===== src/rtl/usb_pkg.sv =====
// Shared USB block constants used by the RX data path.
// Depth, pointer/occupancy widths and byte width for the RX data buffer.
package usb_pkg;

    localparam int RX_BUF_DEPTH = 64;
    localparam int RX_BUF_PTR_W = 6;
    localparam int RX_BUF_OCC_W = 7;
    localparam int BYTE_W       = 8;

endpackage


===== src/rtl/rx_buf_mem.sv =====
// RX buffer storage: DEPTH x WIDTH flop array, synchronous write, indexed read.
// No reset on the array; contents persist through flush and reset.
module rx_buf_mem #(
    parameter int DEPTH = 64,
    parameter int WIDTH = 8,
    parameter int AW    = 6
) (
    input  logic             clk,
    input  logic             wr_en,
    input  logic [AW-1:0]    wr_addr,
    input  logic [WIDTH-1:0] wr_data,
    input  logic [AW-1:0]    rd_addr,
    output logic [WIDTH-1:0] rd_data
);

    logic [WIDTH-1:0] mem_q [DEPTH];

    always_ff @(posedge clk) begin
        if (wr_en) begin
            mem_q[wr_addr] <= wr_data;
        end
    end

    assign rd_data = mem_q[rd_addr];

endmodule


===== src/rtl/rx_data_buffer.sv =====
// USB RX data buffer: byte FIFO between the RX shift register and the AHB side.
// Optional sticky overflow/underflow flags are built only with RX_BUF_ERR_FLAGS_EN defined.
module rx_data_buffer
    import usb_pkg::*;
#(
    parameter int DEPTH = RX_BUF_DEPTH,
    parameter int WIDTH = BYTE_W
) (
    input  logic                   clk,
    input  logic                   n_rst,
    input  logic                   flush,
    input  logic                   store_rx_data,
    input  logic [WIDTH-1:0]       rx_packet_data,
    input  logic                   get_rx_data,
    output logic [WIDTH-1:0]       rx_data,
    output logic [$clog2(DEPTH):0] buffer_occupancy,
    output logic                   buffer_full,
    output logic                   buffer_empty,
    output logic                   overflow_err,
    output logic                   underflow_err
);

    localparam int PTR_W = (DEPTH == RX_BUF_DEPTH) ? RX_BUF_PTR_W : $clog2(DEPTH);
    localparam int OCC_W = (DEPTH == RX_BUF_DEPTH) ? RX_BUF_OCC_W : $clog2(DEPTH) + 1;

    logic [PTR_W-1:0] wptr_q, wptr_d;
    logic [PTR_W-1:0] rptr_q, rptr_d;
    logic [OCC_W-1:0] occ_q, occ_d;
    logic [WIDTH-1:0] rx_data_q, rx_data_d;
    logic [WIDTH-1:0] mem_rd_data;
    logic             full_w;
    logic             empty_w;
    logic             wr_acc;
    logic             rd_acc;

    assign full_w  = (occ_q == OCC_W'(DEPTH));
    assign empty_w = (occ_q == '0);

    // Acceptance uses pre-edge occupancy, so a same-cycle read never frees room for a write.
    assign wr_acc = store_rx_data && !flush && !full_w;
    assign rd_acc = get_rx_data   && !flush && !empty_w;

    rx_buf_mem #(
        .DEPTH (DEPTH),
        .WIDTH (WIDTH),
        .AW    (PTR_W)
    ) u_mem (
        .clk     (clk),
        .wr_en   (wr_acc),
        .wr_addr (wptr_q),
        .wr_data (rx_packet_data),
        .rd_addr (rptr_q),
        .rd_data (mem_rd_data)
    );

    always_comb begin
        wptr_d    = wptr_q;
        rptr_d    = rptr_q;
        occ_d     = occ_q;
        rx_data_d = rx_data_q;
        if (flush) begin
            wptr_d = '0;
            rptr_d = '0;
            occ_d  = '0;
        end else begin
            if (wr_acc) begin
                wptr_d = wptr_q + PTR_W'(1);
            end
            if (rd_acc) begin
                rptr_d    = rptr_q + PTR_W'(1);
                rx_data_d = mem_rd_data;
            end
            case ({wr_acc, rd_acc})
                2'b10:   occ_d = occ_q + OCC_W'(1);
                2'b01:   occ_d = occ_q - OCC_W'(1);
                default: occ_d = occ_q;
            endcase
        end
    end

    always_ff @(posedge clk or negedge n_rst) begin
        if (!n_rst) begin
            wptr_q    <= '0;
            rptr_q    <= '0;
            occ_q     <= '0;
            rx_data_q <= '0;
        end else begin
            wptr_q    <= wptr_d;
            rptr_q    <= rptr_d;
            occ_q     <= occ_d;
            rx_data_q <= rx_data_d;
        end
    end

`ifdef RX_BUF_ERR_FLAGS_EN
    logic ovf_q;
    logic unf_q;

    always_ff @(posedge clk or negedge n_rst) begin
        if (!n_rst) begin
            ovf_q <= 1'b0;
            unf_q <= 1'b0;
        end else if (flush) begin
            ovf_q <= 1'b0;
            unf_q <= 1'b0;
        end else begin
            if (store_rx_data && full_w) begin
                ovf_q <= 1'b1;
            end
            if (get_rx_data && empty_w) begin
                unf_q <= 1'b1;
            end
        end
    end

    assign overflow_err  = ovf_q;
    assign underflow_err = unf_q;
`else
    assign overflow_err  = 1'b0;
    assign underflow_err = 1'b0;
`endif

    assign rx_data          = rx_data_q;
    assign buffer_occupancy = occ_q;
    assign buffer_full      = full_w;
    assign buffer_empty     = empty_w;

endmodule


===== config.mk =====
export PLATFORM = sky130hd
export DESIGN_NAME = rx_data_buffer
export DESIGN_NICKNAME = d
export VERILOG_FILES = /design/src/rtl/usb_pkg.sv /design/src/rtl/rx_buf_mem.sv /design/src/rtl/rx_data_buffer.sv
export SDC_FILE = /design/constraint.sdc
export NUM_CORES = 1
export LEC_CHECK = 0
export BUFFER_PORTS_ARGS = -buffer_cell sky130_fd_sc_hd__buf_2
export CORE_UTILIZATION = 35
export CTS_BUF_LIST = sky130_fd_sc_hd__clkbuf_16
export DETAILED_ROUTE_END_ITERATION = 10
export SYNTH_ARGS = -nofsm -noshare
export SYNTH_HDL_FRONTEND = slang
export SYNTH_SLANG_ARGS = --single-unit

===== constraint.sdc =====
create_clock -name clk -period 5.7 [get_ports clk]
set_clock_uncertainty 0.15 [all_clocks]
set_input_delay 0.57 -clock clk [delete_from_list [all_inputs] [get_ports clk]]
set_output_delay 0.57 -clock clk [all_outputs]
set_load 0.02 [all_outputs]

After elaboration in Yosys (flattened, before gate mapping) --
Memory sizes are Yosys's and may differ from the RTL's. A register that Yosys moved wholly into a read port is not among the register bits. Cells that the tools add are included.
Storage, ports and cells: register bits 19, bits in latches 0, memory bits (writable) 512, bits in read-only memories 0, input port bits 13, output and inout bits 19, logic and storage cells 33, memories 1
Operators by class: $add $sub $neg 4, multipliers 0, div/mod/pow operators 0, $lt $le $gt $ge 0, eq/ne operators 3, shift operators 0, mux-type cells 8, bitwise logic cells 1, reduce and logical (&&, ||, !) cells 13
Memory list:
- u_mem.mem_q | words 64, bits a word 8, rd ports 1, clocked after Yosys merged registers in 1, wr ports 1, RTL line rx_buf_mem.sv:16 | logic [WIDTH-1:0] mem_q [DEPTH];
Operators with widths (count):
- $mux W6 | 4
- $pmux W7 S2 | 1
- $add A6 B1 Y6 const B | 2
- $add A7 B1 Y7 const B | 1
- $eq A7 B7 Y1 const B | 1
- $logic_not A7 Y1 | 1
- $mux W7 | 1
- $sub A7 B1 Y7 const B | 1
- $logic_and A1 B1 Y1 | 4
- $logic_not A1 Y1 | 4
- $reduce_bool A2 Y1 | 2
- $reduce_bool A3 Y1 | 1
- $eq A2 B1 Y1 const B | 1
- $eq A2 B2 Y1 const B | 1
- $mux W1 | 2
- $reduce_and A2 Y1 | 1
- $not A1 Y1 | 1

Logic depth before layout (Yosys ltp) --
Gate-level depths: netlist of run 1.
word-level depth 6, depth in mapped cells 13, mapped depth without buffers 11

Hierarchy --
A second synthesis of run 1 with hierarchy kept.
Unflattened totals: cells, all modules 1070, area, all modules 21483.1 µm²
By module, submodules not included:
- rx_buf_mem | instances 1, cells an instance 932, area each 20006.7 µm²
- rx_data_buffer | instances 1, cells an instance 138, area each 1476.4 µm²

Least setup slack after synthesis of run 1 --
OpenSTA, ideal clock, no wires.
kind flip-flop to flip-flop, from reg occ_q[1] (netlist: buffer_occupancy[1]), to reg occ_q[6] (netlist: buffer_occupancy[6]), arrival 3.369 ns, required time 5.419 ns, slack 2.050 ns, stages on the path, launching flop included 14, cells stage by stage dfrtp_1 > nor2_1 > a41oi_4 > nor2b_1 > buf_2 > buf_2 > and2_1 > fa_1 > a211oi_1 > o21bai_1 > a21oi_1 > mux2_2 > a221oi_1 > nor2_1
On the way: cells in the longest elaborated chain, start to end 6
RTL lines:
- start: declaration | RTL line rx_data_buffer.sv:28 | logic [OCC_W-1:0] occ_q, occ_d;
- start signal: assignment | RTL line rx_data_buffer.sv:85 | occ_q <= '0;
- start signal: assignment | RTL line rx_data_buffer.sv:90 | occ_q <= occ_d;
- parallel branches: the longest is 6 deep, another holds $sub A7 B1 Y7
Several ways; the timed one is not identified. A chain may end at the register's enable or synchronous reset.

Worst setup path after layout of run 1 --
from reg occ_q[3] (netlist: buffer_occupancy[3]), to reg occ_q[6] (netlist: buffer_occupancy[6])
The elaborated chain is that of the path after synthesis.

==> results of run 1 <==
flip-flops by register name, indices dropped and copies added (netlist names):
register          cells
buffer_occupancy      7
rptr_q                6
rx_data               8
u_mem.mem_q         512
wptr_q                6
through the flow:
stage,total power (uW),hold slack [ns]
finish,9450,0.116
global route,9810,0.109
CTS,9550,0.0762
detailed placement,6100,0.377
global placement,6080,0.364
floorplan,5720,0.124
Yosys cell counts, types with 13 or more instances:
master,number,area (sq um)
a21oi_1,53,265
a22oi_1,16,120
buf_2,25,125
dfrtp_1,27,676
edfxtp_1,512,15400
mux2i_1,91,911
mux4_1,25,657
mux4_2,71,1600
nand2_1,26,97.6
nand3_1,21,105
nor2_1,107,402
nor2b_1,13,81.3
o22ai_1,16,100
final cells by class:
class	instances	area, sq um
clock inverters	46	309
repair buffers	47	283
multi-input cells	534	5120
well taps	782	978
inverters	5	18.8
flip-flops and latches	539	16100
clock buffers	57	1430
fillers	5397	36500
worst register-to-register path, cell delays in order, from the launching register on:
cell      delay [ns]
dfrtp_1         0.42
nor2_1          0.33
nand3_1         0.25
o21ai_0         0.54
and2_1          0.37
ha_1            0.33
a211oi_1        0.30
o21bai_1        0.12
a21oi_1         0.33
mux2_2          0.37
a221oi_1        0.28
nor2_1          0.06
cell families after synthesis:
family                   Yosys count  share of synthesized area (%)
buffers and inverters             69                           1.98
other                              1                         0.0174
multiplexers                     188                           14.7
AND/OR/NAND/NOR                  195                           4.03
AO/OA/AOI/OAI                    126                           3.84
XOR/XNOR                          15                          0.608
adder cells (fa/ha/maj)            8                          0.498
flip-flops                       539                           74.3
worst max-delay path by stage:
stage,from,endpoint,slack [ns],depth (start not counted)
after global routing,buffer_occupancy[0],buffer_occupancy[6],1.54,11
after floorplan,buffer_occupancy[1],buffer_occupancy[6],2.05,13
final,buffer_occupancy[3],buffer_occupancy[6],1.72,11
after detailed placement,buffer_occupancy[0],buffer_occupancy[6],1.78,11
after global placement,get_rx_data,buffer_occupancy[6],1.79,13
after CTS,buffer_occupancy[0],buffer_occupancy[6],1.76,11
report_power, final:
group | total (uW) | internal, uW | switching (uW) | leakage [uW]
clock network | 3460 | 1980 | 1480 | 0.000916
registers | 4570 | 4400 | 168 | 0.00494
logic | 1420 | 652 | 768 | 0.00163
per-layer routing:
| metal | global-route usage (%) | vias to the layer above |
|---|---|---|
| met2 | 23.6 | 352 |
| met1 | 22.0 | 5569 |
| met5 | 0 | - |
| met3 | 2.72 | 77 |
| met4 | 4.42 | 0 |
| li1 | - | 4702 |
==> impl_summary.md, run 1 <==
Status
The run finished with clean final reports.

GRT
The via count of the first global-routing pass is 10800. The total congestion overflow is 0. The largest net degree at the start of global routing is 67.

The wire length of the first global-routing pass is 71200 microns. Global routing consumed, over all layers together, 15.3% of the routing resources. The number of antenna violations at the first check in global routing came to 0.

Timing
Adding up every negative setup slack in the final design gives 0 ns. The total of endpoints with negative setup slack in the final report is 0. The worst path needs around 4.0 ns of the cycle, external delays included. For the pin with the worst max-slew slack, the measured transition is 1.06 ns.

The worst path uses 69.9% of the clock period. The worst-case setup margin in the final layout is ~1.7 ns. Timing would allow up to between 200 and 300 MHz.

The hold violation total from the final report is 0. Setup repair after global routing left no endpoint under its margin. The final number of max-transition violations came to 0. Headroom to the max-slew limit came out at 29.2%.

Routing
The routed design uses 22000 microns of met2 wire. Once detail routing completed, the nets flagged for antenna violations numbered 0. The highest layer used for signal routing is met4. After detailed routing, the met3 layer carries 2770 microns of wire. The first-pass iteration count of the detailed router is 5. After detailed routing, the average wire length per cell comes to 23.6 microns. The remaining design rule violation count is 0.

The detailed router finished its first iteration with approximately 960 violations. The length of routed wiring on met1 is between 20000 and 25000 microns. For this block, the routed nets add up to 47300 microns of wire. The total number of vias is 10700. The routed via count divided by cell count is 5.32.

Cells and area
The library cells used most frequently in the layout, excluding fill and tap cells, are 512 x edfxtp_1, 107 x nor2_1, 91 x mux2i_1, 71 x mux4_2, 57 x clkbuf_16. 0 antenna diodes ended up in the layout. The number of nets at the end of the flow is 1204. Excluding fillers, the count of instances in the completed layout stands at 2010. The share of cells above drive strength 1 is 16.4%. Once layout is done, the placed cells without fillers occupy about 24000 sq um.

The synthesis-to-layout area growth is 12.0%. The most common library cell in the layout ignoring fill and taps is edfxtp_1. The end-of-flow core utilization is between 30% and 40%.

Synth
During synthesis, Yosys emitted a total of 0 warnings. The proportion of synthesized chip area in sequential cells is around 74%. The most frequently used flop master after synthesis is edfxtp_1. The number of instances in the synthesized netlist is 1141. Yosys mapped a number of flops with a built-in enable equal to roughly 510. For this run, asynchronously set or reset flops after synthesis account for roughly 5%. The synthesized area per cell is 18.9 sq um. The synthesized netlist occupies a cell area of 21600 sq um. The synthesis-stage register bit count is 539. The synthesized netlist contains 49 unique library cells.

Clock network
The post-CTS setup buffer count is 0. The number of hold buffers added after CTS was 1. The later-pin clock latency in the skew report is 0.61 ns. The number of buffers added by the clock tree synthesis step is 56. No sink is reached through more buffers than the 3 on the longest clock path. In this run the clock root is driven by a clkbuf_16. After clock tree synthesis, the repair step resized 0 gates. The clock net in this run drives a total of 539 sinks. The TritonCTS clock tree is done. The clock-pin transition on the worst setup and hold timing paths is about 0.06 ns. The H-tree generated during clock tree synthesis spans 2 levels.

Hold path
The worst hold path was traced through 3 stages. In this run the worst hold path is classified as input pin to flip-flop. The start point of the worst hold path is get_rx_data. The capture endpoint of the worst hold path is buffer_occupancy[6].

Setup path
For this run, the slowest stage of the critical path takes 0.54 ns. The endpoint identified for the worst register-to-register timing path is buffer_occupancy[6]. Setup slack on the worst reg-to-reg path comes out at 1.72 ns. The element type at the critical path end is a flip-flop. The master of the slowest instance on the critical path is o21ai_0. The signal on the critical path passes through nor2_1 -> nand3_1 -> o21ai_0 -> and2_1 -> ha_1 -> a211oi_1 -> o21bai_1 -> a21oi_1 -> mux2_2 -> a221oi_1 -> nor2_1. The startpoint of the lowest-slack register-to-register path is buffer_occupancy[3]. The arrival time reported for the critical path endpoint is 4.30 ns. Counting stages on the worst path, the most repeated cell is nor2_1. Of all nets on the critical path, the largest fanout is 6. The setup path with the least slack is of type flip-flop to flip-flop. The cell type group with the largest total delay on the critical path is compound AO/OA/AOI/OAI gates. The cell depth of the worst flop-to-flop path is 11.

STA classifies the critical path startpoint as a flip-flop. The number of buffers and inverters on the critical path is 0. The required time reported for the critical path endpoint is 6.02 ns.

Floorplan
After floorplanning, the core was sized to cover 60700 sq um. The chip width is 250 microns. 32 I/O pins were placed.

The overall die area is about 63000 sq um. The vertical die dimension is ~250 microns. The row count is 90. Once the floorplan was initialized, standard cells occupied 35.6% of the core.

Placed design
The congestion estimate from routability-driven global placement came to 0.783. During placement, the flow inserted port buffers numbering 29. After detailed placement, the total cell area comes to 22500 sq um. The instance count after placement with tap cells included is 1906. The HPWL reported at the end of detailed placement is 26900 microns. The worst setup timing slack at the placement stage is 1.78 ns.

Flow run
The max-cap check violation count is 0.

Power
Dividing total power by cell area gives a power density of approximately 390 nW/um^2. The peak supply drop is 0.192 mV. The leakage power is approximately 0.0075 uW.
Power figures use the tool's default switching activity.
==> run 2, diff against run 1 <==
Clock period 5.7 ns to 3.4 ns, I/O delays scaled along.
==> run 2 against run 1 <==
Effect of this change:
- critical path depth unchanged
- register-to-register slack got worse by 1.5 ns
- non-clock buffer count increased by 76
- first-iteration DRC count shrank 2.4%
- clock-buffer cell count shrank 1
- wire length rose by 1.9%
- via count up 2.1%
- largest cell class unchanged
==> impl_summary.md, run 2 (same netlist as run 1, synthesis figures left out) <==
Hold path
The worst min-delay path category is input pin to flip-flop.

Timing
The slew of the pin with the lowest slew margin is ~0.9 ns. The final number of max-transition violations is 0. The hold violation total from the final report is 0.

Setup repair after global routing left no endpoint under its margin. The worst path in the final design needs a cycle of 3.18 ns, including I/O delays and setup. The final sum of negative setup slack is 0 ns. The fmax is 314 MHz. The post-route fraction of the period consumed by the critical path is 93.6%. On the final layout, the worst hold slack is 0.0341 ns. Setup violations remaining at the end of the flow were counted as 0. In this run the tightest slew margin relative to its limit is around two fifths.

Routing
The detailed router finished its first iteration with 935 violations. The total number of vias is 10900. The first-pass iteration count of the detailed router is 5.

In the routed layout, each cell is associated on average with a via count of 5.23. After detailed routing, the total wire length is 48300 microns. The remaining design rule violation count is 0.

After detailed routing, the average wire length per cell comes to ~23 microns. In this run the remaining antenna-violating nets after routing total 0.

GRT
The first global-routing pass estimated 72900 microns of wire. The total congestion overflow is 0. The number of antenna violations at the first check in global routing is 0. For this run, the total global-route usage over all layers was measured as ~16%.

The via count of the first global-routing pass is ~11000. The largest net degree at the start of global routing is 65.

Floorplan
The die is about 250 microns tall. The core region is 60700 sq um. The overall die area is 62700 sq um. The chip width is 250 microns. The effective utilization at floorplan is 35.6%. Row generation in the floorplan step produced 90 rows. During I/O placement, the number of pins put on the boundary was 32.

Clock network
TritonCTS built the clock tree. The clock tree root buffer cell is clkbuf_16. At the later pin of the worst-skew pair, clock insertion delay measures 0.62 ns.

The H-tree was split into 2 levels. Clock tree synthesis inserted a total of 56 buffers. The clock passes through at most 3 buffers. The clock sink count is about 540.

Clock-pin slew was measured on the worst setup and hold paths at approximately 0.060 ns.

Power
IR analysis of the VDD net gives a maximum drop of 0.419 mV. The power after layout is 16200 uW. The areal power density over the cells is 651 nW/um^2.

For this design the static power due to leakage is 0.00794 uW.

Setup path
Along the worst path, the maximum fanout reaches 6. The required time reported for the critical path endpoint is 3.75 ns. STA puts the critical path data arrival time at roughly 3.5 ns.

The element type at the critical path end is a flip-flop. STA classifies the critical path startpoint as a flip-flop. The type of the worst setup path is flip-flop to flip-flop.

Cells and area
Registers take 16100 sq um. The synthesis-to-layout area growth is 15.6%. The multi-input combinational cells in the finished layout cover a total of 5160 sq um. The number of antenna repair diodes is 0. The most common library cell in the layout ignoring fill and taps is edfxtp_1. u_mem.mem_q holds more flip-flops than any other register. Of the cells placed in the final design, the portion with a size suffix greater than 1 is 22.2%. In the layout the commonest cells are 512 x edfxtp_1, 104 x nor2_1, 91 x mux2i_1, 85 x buf_4, 71 x mux4_2. In the final design database the tool counted 1280 nets. The register with the most flip-flops in the layout has 512 of them. After filler insertion, the fill cell instance count of the layout stands at 5364.

Placed design
The final RePlAce weighted congestion is 0.872. The HPWL reported at the end of detailed placement is 30200 microns. In this run the tool buffered the top-level ports with 29 buffer cells.

Status
The flow ran to the end, and the final reports show no timing, DRC or antenna violations.

Flow run
The max-cap check violation count is 0.
run 2: cell count changes in the layout (fill, tap and decap cells not counted), moves of 6 or more:
cell,change
dfrtp_1,-7
dfrtp_2,+7
buf_12,+6
buf_4,+68
run 2: area by class of cell:
type                            instances  area share (%)
Inverter                                5          0.0752
Timing Repair Buffer                  123            3.74
Multi-Input combinational cell        534            20.7
Clock buffer                           56            5.61
Clock inverter                         47            1.58
Sequential cell                       539            64.4
Tap cell                              782            3.92
run 2: critical path, stage by stage, from the launching register on:
cell and delay (ns):
dfrtp_2 0.45, nor2_4 0.18, a41oi_4 0.12, nor2b_1 0.16
and2_2 0.23, fa_1 0.44, a211oi_2 0.22, o21bai_1 0.13
a21oi_2 0.24, mux2_2 0.37, a221oi_1 0.30, nor2_1 0.07
run 2: final timing paths:
check,start,endpoint,slack [ns],depth (start not counted)
max reg2reg,buffer_occupancy[1],buffer_occupancy[6],0.22,11
min reg2reg,buffer_occupancy[2],buffer_occupancy[2],0.41,2
min,flush,buffer_occupancy[0],0.03,3
min in group asynchronous,n_rst,buffer_occupancy[0],0.14,2
max,buffer_occupancy[1],buffer_occupancy[6],0.22,11
max in group asynchronous,n_rst,rptr_q[1],2.48,2
run 2: metal layers:
| layer | part of all wire (%) | routed length [microns] | track usage (%) | vias to the layer above |
|---|---|---|---|---|
| met3 | 5.2 | 2530 | 2.72 | 79 |
| met2 | 48 | 23000 | 24.7 | 292 |
| li1 | - | - | - | 4847 |
| met5 | 0 | 0 | 0 | - |
| met1 | 45 | 21500 | 22.0 | 5702 |
| met4 | 2.5 | 1190 | 4.79 | 0 |
run 2: repair_timing:
item,4_1_cts,5_1_grt
hold buffers,3,0
setup endpoints to repair,0,1
gates resized for setup,0,4
endpoints found under the hold margin,29,0
setup buffers,0,0
run 2: through the flow:
stage,setup WS (ns),cells,util [%],cell area [sq um]
after floorplan,0.0244,1142,-,21600
after global placement,0.149,1980,38.1,23100
after detailed placement,0.0292,1980,38.1,23100
after CTS,0.00905,2086,41.1,24900
after global routing,0.0112,2086,41.1,25000
final,0.219,2086,41.1,25000
run 2: power breakdown:
part,total [uW],internal (uW),switching [uW]
clock network,5920,3380,2550
registers,7610,7390,217
logic,2720,1190,1520
total,16200,12000,4290
==> run 3, diff against run 2 <==
Settings changed: BUFFER_PORTS_ARGS -buffer_cell sky130_fd_sc_hd__buf_2 to default, DONT_BUFFER_PORTS from default to 1.
==> run 3 against run 2 <==
Effect of this change:
- wire length shrank 1.9%
- global-route usage down 0.21 points
- maximum frequency fell by 1.4%
- cell count shrank 1.1%
- largest cell class unchanged
- largest power group unchanged
- highest routed layer unchanged
==> impl_summary.md, run 3 (same netlist as run 1, synthesis figures left out) <==
Status
The flow ran to the end, and the final reports show no timing, DRC or antenna violations.

Floorplan
For this configuration, the core starts out at a cell density of 35.6%. The region available for standard cell placement spans 60700 sq um. 32 I/O pins were placed. After floorplanning, the core was divided into 90 placement rows. The overall die area is 62700 sq um.

The vertical die dimension is approximately 250 microns. The chip width is 250 microns.

Setup path
The master of the slowest instance on the critical path is dfrtp_2. In this run the worst path has a maximum fanout of 6. In this run the number of cells on the critical path is 11. STA classifies the critical path startpoint as a flip-flop. The arrival time reported for the critical path endpoint is 3.52 ns.

The endpoint identified for the worst register-to-register timing path is buffer_occupancy[6]. The type of the worst setup path is flip-flop to flip-flop. The critical path capture point is buffer_occupancy[6]. Counting cells, the worst reg-to-reg path comes to 11. The startpoint of the lowest-slack register-to-register path is buffer_occupancy[3]. The signal on the critical path passes through nor2_4 -> a41oi_4 -> nor2b_1 -> and2_4 -> fa_1 -> a211oi_2 -> o21bai_1 -> a21oi_2 -> mux2_2 -> a221oi_2 -> nor2_1.

STA classifies the critical path endpoint as a flip-flop. The worst setup path startpoint is buffer_occupancy[3]. The count of buffering cells on the critical path with inverters included is 0.

The register-to-register path setup slack is 0.17 ns. STA puts the critical path data required time at approximately 3.7 ns. For this run, the slowest stage of the critical path takes 0.49 ns. The cell family contributing the most delay on the critical path is compound AO/OA/AOI/OAI gates.

Cells and area
The library cell used most frequently in the layout, excluding fill and tap cells, is edfxtp_1. The number of antenna repair diodes is 0. The final standard cell area without fillers is 24900 sq um. The final non-filler cell total is 2064. The register with the highest flop count is u_mem.mem_q. In the final layout, the share of cells above drive strength 1 is between 20% and 30%.

The library cells used most frequently in the layout, excluding fill and tap cells, are 512 x edfxtp_1, 104 x nor2_1, 91 x mux2i_1, 72 x buf_4, 71 x mux4_2. The register with the most flip-flops in the layout has roughly 510 of them. From synthesis to final layout, the design area changed by 15.5%. The number of nets at the end of the flow is between 1000 and 1500.

Routing
Summed over all nets, wire length on met2 after detailed routing comes to between 20000 and 25000 microns. After detailed routing, the average wire length per cell comes to 22.9 microns. The routed via count divided by cell count is 5.20. For this run, the detailed router's first-pass iteration total came to 5. The total number of vias is 10700.

The wire length on met3 is between 2000 and 3000 microns. Summed over all layers, the routed wires come to 47300 microns. The remaining design rule violation count is 0. After detailed routing, the wire length on met1 is approximately 21000 microns. The highest layer used for signal routing is met4. The remaining antenna violation count is 0.

The number of DRC markers after the initial detailed-route iteration is about 890.

Timing
The routed design could run at a clock period as short as between 3 and 4 ns. After layout, the worst path uses approximately 95% of the clock period. The final number of max-transition violations is 0.

Setup violations remaining at the end of the flow were counted as 0. The worst path meets setup with 0.173 ns of slack. For this run, the top clock speed supported by timing is 310 MHz. The hold violation total from the final report is 0.

Setup repair after global routing left no endpoint under its margin. The final sum of negative setup slack is 0 ns. At the pin with the least slew margin, the transition time is 0.829 ns. The worst pin sits at a relative slew slack of ~45%.

Flow run
The tool flagged a number of max-cap violations equal to 0.

Clock network
The later-pin clock latency in the skew report is 0.61 ns. Counting along the longest clock path gives a buffer depth of 3. After clock tree synthesis, the clock-pin slew on the worst setup and hold paths is around 0.060 ns.

The maximum level of the CTS H-tree is 2. The clock sink count is 539. The root buffer cell chosen for the clock tree is clkbuf_16.

The post-CTS setup buffer count is 0. The number of buffers added by the clock tree synthesis step is 55. TritonCTS built the clock tree.

Placed design
The instance count after placement with tap cells included is 1937. The final RePlAce weighted congestion is between 0.8 and 0.9. The area of placed instances is around 23000 sq um. Port buffering added 0 buffers.

Timing analysis after detailed placement gives a worst setup slack of -0.0136 ns. Summed over all nets, the half-perimeter wirelength after detailed placement is ~28000 microns.

GRT
The number of antenna violations at the first check in global routing is 0. For this run, the total global-route usage over all layers was measured as 15.4%. The wire length of the first global-routing pass is 71700 microns. The via count of the first global-routing pass came to 11000. The largest net degree at the start of global routing is between 60 and 70. For this run the aggregate overflow at the end of global routing stands at 0.

Power
The areal power density over the cells is 634 nW/um^2. The power after layout is around 16000 uW. The leakage power is 0.00786 uW. VDD sags by at most roughly 0.35 mV.

Hold path
The tightest min-delay check is of the input pin to async pin type.
-- run 3: worst min path at each step --
stage,endpoint,slack (ns),depth (start not counted)
detailed placement,buffer_occupancy[3],-0.10,0
global placement,buffer_occupancy[3],-0.10,0
finish,rx_data[3],0.05,2
CTS,rx_data[3],0.02,2
floorplan,buffer_occupancy[0],-0.11,0
global route,rx_data[3],0.04,2
-- run 3: per-layer routing --
metal	global-route usage, %	vias up
met2	24.5	244
met4	4.36	0
met3	3.34	66
li1	-	4807
met5	0	-
met1	21.3	5621
-- run 3: final cells by class --
cell class	instances	area [sq um]
Fill cell	5313	35700
Clock inverter	47	299
Multi-Input combinational cell	534	5170
Clock buffer	55	1380
Tap cell	782	978
Inverter	5	18.8
Timing Repair Buffer	102	1040
Sequential cell	539	16100
-- run 3: worst register-to-register path: cells and delay by family (launching register included) --
| family | cells | cell delay [ns] |
|---|---|---|
| AO/OA/AOI/OAI | 5 | 0.98 |
| adder cells (fa/ha/maj) | 1 | 0.43 |
| flip-flops | 1 | 0.49 |
| multiplexers | 1 | 0.38 |
| AND/OR/NAND/NOR | 4 | 0.65 |
-- run 3: repair_timing --
item                                   in CTS  in global routing
endpoints found under the hold margin     565                  0
setup endpoints to repair                   1                  1
cloned                                      0                  0
hold buffers                               25                  0
gates resized for setup                     1                  4
-- run 3: stage by stage --
| step | hold WS (ns) | utilization [%] |
|---|---|---|
| final | 0.0481 | 41.1 |
| after global routing | 0.0384 | 41.1 |
| after CTS | 0.0228 | 41.1 |
| after detailed placement | -0.105 | 37.7 |
| after global placement | -0.105 | 37.7 |
| after floorplan | -0.106 | - |
-- run 3: where the power goes --
| group | internal (uW) | switching (uW) |
|---|---|---|
| Sequential | 7380 | 344 |
| Clock | 3160 | 2440 |
| Combinational | 1180 | 1330 |
| Total | 11700 | 4110 |
